### src/rtl/calcfeeder_pkg.sv
// Shared types and widths for the correlation datapath (feeder, calc unit, formula stage).
package calcfeeder_pkg;

  typedef enum logic [2:0] {
    IDLE,
    LOAD,
    PRIME,
    SWEEP,
    FINISH
  } state_e;

  localparam int SAMPLE_W = 3;
  localparam int FSUM_W   = 11;
  localparam int F2SUM_W  = 14;
  localparam int G2SUM_W  = 14;
  localparam int PLACE_W  = 6;
  localparam int RESULT_W = 18;

  function automatic logic [5:0] sq3(input logic [SAMPLE_W-1:0] x);
    return {3'b000, x} * {3'b000, x};
  endfunction

endpackage

### src/rtl/calcfeeder_featbuf.sv
// Single-write-port sample RAM with registered (1-cycle) read.
module calcfeeder_featbuf
  import calcfeeder_pkg::*;
#(
  parameter int DEPTH = 4,
  parameter int AW    = $clog2(DEPTH + 1)
) (
  input  logic                clk,
  input  logic                we_i,
  input  logic [AW-1:0]       waddr_i,
  input  logic [SAMPLE_W-1:0] wdata_i,
  input  logic [AW-1:0]       raddr_i,
  output logic [SAMPLE_W-1:0] rdata_o
);

  logic [SAMPLE_W-1:0] mem_q [DEPTH];

  always_ff @(posedge clk) begin
    if (we_i) mem_q[waddr_i] <= wdata_i;
    rdata_o <= mem_q[raddr_i];
  end

endmodule

### src/rtl/calcfeeder.sv
// Loads one f and one extended g window, then replays them once per shift.
// CALCFEED_GAP_EN inserts a bubble cycle between passes.
module calcfeeder
  import calcfeeder_pkg::*;
#(
  parameter int WIN    = 256,
  parameter int SHIFTS = 64
) (
  input  logic                clk,
  input  logic                rst_n,
  input  logic                start,
  input  logic                in_valid,
  output logic                in_ready,
  input  logic [SAMPLE_W-1:0] in_f,
  input  logic [SAMPLE_W-1:0] in_g,
  output logic [SAMPLE_W-1:0] fdata,
  output logic [SAMPLE_W-1:0] gdata,
  output logic [FSUM_W-1:0]   fsum,
  output logic [F2SUM_W-1:0]  f2sum,
  output logic                lstart,
  output logic                startsig,
  output logic                work,
  output logic                valid,
  output logic                change,
  output logic                finalstart,
  output logic [PLACE_W-1:0]  startplace,
  output logic                done
);

  localparam int GD = WIN + SHIFTS - 1;
  localparam int IW = $clog2(WIN + 1);
  localparam int GW = $clog2(GD + 1);
`ifdef CALCFEED_GAP_EN
  localparam logic GAP = 1'b1;
`else
  localparam logic GAP = 1'b0;
`endif

  state_e               state_q, state_d;
  logic [GW-1:0]        ld_q, ld_d;
  logic [IW-1:0]        i_q, i_d;
  logic [PLACE_W-1:0]   s_q, s_d;
  logic                 gap_q, gap_d;
  logic [FSUM_W-1:0]    fsum_q, fsum_d;
  logic [F2SUM_W-1:0]   f2sum_q, f2sum_d;
  logic                 last_i, last_s, we, vld;
  logic [SAMPLE_W-1:0]  frd, grd;

  assign last_i = (i_q == IW'(WIN - 1));
  assign last_s = (s_q == PLACE_W'(SHIFTS - 1));
  assign we     = (state_q == LOAD) && in_valid;

  // i_d/s_d always name the pair shown next cycle, so they double as read address
  always_comb begin
    state_d = state_q;
    ld_d    = ld_q;
    i_d     = i_q;
    s_d     = s_q;
    gap_d   = 1'b0;
    fsum_d  = fsum_q;
    f2sum_d = f2sum_q;
    unique case (state_q)
      IDLE: begin
        i_d = '0;
        s_d = '0;
        if (start) begin
          state_d = LOAD;
          ld_d    = '0;
          fsum_d  = '0;
          f2sum_d = '0;
        end
      end
      LOAD: begin
        if (in_valid) begin
          ld_d = ld_q + 1'b1;
          if (ld_q < GW'(WIN)) begin
            fsum_d  = fsum_q + FSUM_W'(in_f);
            f2sum_d = f2sum_q + F2SUM_W'(sq3(in_f));
          end
          if (ld_q == GW'(GD - 1)) state_d = PRIME;
        end
      end
      PRIME: state_d = SWEEP;
      SWEEP: begin
        if (!gap_q) begin
          if (last_i) begin
            if (last_s) begin
              state_d = FINISH;
            end else begin
              i_d   = '0;
              s_d   = s_q + 1'b1;
              gap_d = GAP;
            end
          end else begin
            i_d = i_q + 1'b1;
          end
        end
      end
      FINISH: begin
        state_d = IDLE;
        i_d     = '0;
        s_d     = '0;
      end
      default: state_d = IDLE;
    endcase
  end

  always_ff @(posedge clk or negedge rst_n) begin
    if (!rst_n) begin
      state_q <= IDLE;
      ld_q    <= '0;
      i_q     <= '0;
      s_q     <= '0;
      gap_q   <= 1'b0;
      fsum_q  <= '0;
      f2sum_q <= '0;
    end else begin
      state_q <= state_d;
      ld_q    <= ld_d;
      i_q     <= i_d;
      s_q     <= s_d;
      gap_q   <= gap_d;
      fsum_q  <= fsum_d;
      f2sum_q <= f2sum_d;
    end
  end

  calcfeeder_featbuf #(.DEPTH(WIN), .AW(IW)) u_fbuf (
    .clk    (clk),
    .we_i   (we && (ld_q < GW'(WIN))),
    .waddr_i(ld_q[IW-1:0]),
    .wdata_i(in_f),
    .raddr_i(i_d),
    .rdata_o(frd)
  );

  calcfeeder_featbuf #(.DEPTH(GD), .AW(GW)) u_gbuf (
    .clk    (clk),
    .we_i   (we),
    .waddr_i(ld_q),
    .wdata_i(in_g),
    .raddr_i(GW'(i_d) + GW'(s_d)),
    .rdata_o(grd)
  );

  assign vld        = (state_q == SWEEP) && !gap_q;
  assign in_ready   = (state_q == LOAD);
  assign lstart     = (state_q == PRIME);
  assign work       = (state_q == PRIME) || (state_q == SWEEP);
  assign valid      = vld;
  assign startsig   = vld && (i_q == '0);
  assign change     = vld && last_i;
  assign finalstart = vld && last_s;
  assign startplace = (state_q == SWEEP) ? s_q : '0;
  assign done       = (state_q == FINISH);
  assign fdata      = vld ? frd : '0;
  assign gdata      = vld ? grd : '0;
  assign fsum       = fsum_q;
  assign f2sum      = f2sum_q;

endmodule

### config.mk
export PLATFORM = sky130hd
export DESIGN_NAME = calcfeeder
export DESIGN_NICKNAME = d
export VERILOG_FILES = /design/src/rtl/calcfeeder_pkg.sv /design/src/rtl/calcfeeder_featbuf.sv /design/src/rtl/calcfeeder.sv
export SDC_FILE = /design/constraint.sdc
export NUM_CORES = 2
export LEC_CHECK = 0
export BUFFER_PORTS_ARGS = -buffer_cell sky130_fd_sc_hd__buf_4
export CORE_UTILIZATION = 63
export CTS_CLUSTER_SIZE = 25
export DETAILED_ROUTE_END_ITERATION = 6
export GPL_ROUTABILITY_DRIVEN = 0
export PLACE_DENSITY = 0.81
export SLEW_MARGIN = 10
export SYNTH_ARGS = -nofsm -noshare
export SYNTH_HDL_FRONTEND = slang
export SYNTH_SLANG_ARGS = --single-unit
export TNS_END_PERCENT = 50
### constraint.sdc
create_clock -name clk -period 6.4 [get_ports clk]
set_input_delay 0.32 -clock clk [delete_from_list [all_inputs] [get_ports clk]]
set_output_delay 0.32 -clock clk [all_outputs]
set_load 0.005 [all_outputs]
==> run metrics <==
Worst R2R Path Depth 16; Yosys warnings 0; clock tree root buffer cell clkbuf_16; Yosys top cell by area edfxtp_1; Design Power 0.0240 W; hold path endpoint u_fbuf.mem_q[227][2]; gr ovfl total 0; final count of hold timing violations 0; DP Cell Count 5779; Crit Path Max Fanout 90; total length of routed wires 186000 um; flop2flop setup slack 0.40 ns; clock slew at reported path FFs 0.06 ns; Sinks on Clock Net 1783; TritonCTS clock tree yes; Final min period 6.00 ns; headroom to the max-slew limit 19.0%; number of post-CTS setup repair buffers 0; vias in the first global route 42700; sequential fraction of the synthesis area 72.9%; port bufs 54; H-tree levels 4; EDFF count, synth 1725; Hold Crit Class input pin to register; Area Growth Syn to Fin 9.79%; total CTS buffers 166; CTS Hold Buffers Added 5; via count 42600; Post-synth top cells 1725 x edfxtp_1, 626 x nor2_1, 388 x nand2_1; filler-free cell count of the finished design 6092; fmax 0.167 GHz; global router's overall resource usage 32.0%; failing checks DRC; vias per inst 6.99; Crit Path Class register to register; Seq cells post-synth 1783; detailed placement HPWL 98500 um; post-cts repair resize count 0; number of remaining DRC errors 2; reg2reg start i_q[0]; IO Pins 55; Yosys cell types 75; Routed Antenna Nets 0; Clock Latency Late Sink 0.81 ns; fraction of layout cells with a size suffix above 1 16.4%; Reg2Reg Capture Point u_gbuf.rdata_o[1]; Initial Util 63.7%; RSZ-0062 raised after global routing no; initial antenna violation count 4; Site Rows 124; Critical Path End Type register; Critical Path Start Type register; Core Region 115000 um2; Max clock buf depth 3; WHS Path Cells 1; top-count cell post-synth edfxtp_1; LEAKAGE 25.1 nW; status finished, violations left; first-pass GRT wire length 273000 um; Setup TNS Final 0 ns; max-slew violation count 0; Worst Path Arrival 6.68 ns; WL per Instance 30.6 um; Post-Syn Instances 4482; top cell type's share of synthesized area 70.9%; clk_skew 0.0359 ns; initial DRC count 6297; final net count 4477; Cell Area, Synth 73000 um2; Syn Area/Cell 16.3 um2; Die ar. 117000 um2; largest net degree at the start of global routing 236; ys async rst share 2.92%; hold_sp in_f[2]; Die W 342 um; top post-synthesis cells by area edfxtp_1 71%, mux4_2 9.6%, nor2_1 3.2%; final worst path period share 93.7%; Max-Cap Viols 0; drt first pass iters 7; worst vdd ir 0.275 mV; final setup vio count 0; Syn Nets 4519; die height 342 um; Synth Flop Type edfxtp_1; Power Density 300 nW/um2; Worst-Margin Slew 1.21 ns; Critical Path RT 7.09 ns
[cell families after synthesis]
| logic type | Yosys count | synth area share [%] |
|---|---|---|
| mux | 391 | 10.8 |
| fa+ha+maj | 27 | 0.483 |
| compound gates | 492 | 4.98 |
| xor+xnor | 32 | 0.394 |
| simple gates | 1390 | 8.33 |
| buf+inv | 367 | 2.16 |
| flops | 1783 | 72.9 |
[sequential cells by signal (all words and copies together), names as in the netlist, 6 cells and up]
name and count:
f2sum 14, i_q 9, fsum 11, u_gbuf.mem_q 957, u_fbuf.mem_q 768, s_q 6
ld_q 9
[worst max-delay path, stage by stage, from the launching register on]
cell and delay, ns:
dfrtp_1 0.46, ha_1 0.29, and3_1 0.24, nand3_2 0.18
nor3_1 0.48, nor2_1 0.12, mux2_2 0.32, ha_4 0.17
fa_4 0.88, buf_12 0.41, mux4_2 0.41, mux4_2 0.52
mux4_2 0.51, nor2b_1 0.17, a211oi_1 0.23, a31oi_1 0.06
mux2_2 0.31
[stage by stage]
step / worst slack, ns / cell area [um2] / utilization [%] / hold slack (ns)
CTS: 0.513 / 80200 / 69.9 / 0.0306
floorplan: 0.981 / 73000 / - / 0.0244
finish: 0.402 / 80200 / 69.9 / 0.0763
detailed placement: 0.583 / 74800 / 65.2 / 0.400
global placement: 0.644 / 74800 / 65.2 / 0.398
global route: 0.306 / 80200 / 69.9 / 0.0712
[layout by cell type (no fill, tap or decap), types with 25 or more instances in the layout]
cell	netlist	layout
clkbuf_16	0	172
clkinv_2	0	26
dfrtp_1	52	52
a31oi_1	79	79
mux2i_1	48	48
mux4_2	312	312
o21ai_0	35	35
clkinv_1	2	40
nand3_1	104	104
nor2_1	626	624
and3_1	174	174
buf_4	24	107
edfxtp_1	1725	1725
a211oi_1	176	176
a311oi_1	28	28
nand2_1	388	385
mux2_2	25	25
clkbuf_1	206	35
[final cells by class]
| cell class | instances | area [um2] |
|---|---|---|
| sequential | 1783 | 53200 |
| fill | 6758 | 34500 |
| multi-input combinational | 2332 | 18300 |
| clock buffer | 214 | 4530 |
| tap | 1512 | 1890 |
| timing repair buffer | 135 | 1270 |
| clock inverter | 93 | 821 |
| inverter | 22 | 91.3 |
| antenna | 1 | 2.50 |
[report_power, final]
part | total, W | internal [W] | switching (W)
registers | 0.0131 | 0.0129 | 0.000122
clock network | 0.00982 | 0.00553 | 0.00429
logic | 0.00115 | 0.000269 | 0.000883
total | 0.0240 | 0.0187 | 0.00529
[layer usage]
layer / part of all wire, % / up-vias / track usage [%]
li1: - / 17400 / -
met1: 35 / 21400 / 41.4
met2: 48 / 3114 / 51.2
met3: 11 / 655 / 6.62
met4: 6.1 / 4 / 18.0
met5: 0.016 / - / 0
[worst max-delay path by stage]
stage               startpoint           endpoint
floorplan               i_q[0]  u_gbuf.rdata_o[0]
global placement        i_q[0]  u_gbuf.rdata_o[1]
detailed placement      i_q[0]  u_gbuf.rdata_o[1]
CTS                     i_q[0]  u_gbuf.rdata_o[1]
global route            i_q[0]  u_gbuf.rdata_o[1]
finish                  i_q[0]  u_gbuf.rdata_o[1]
(Power assumes the default switching activity.)
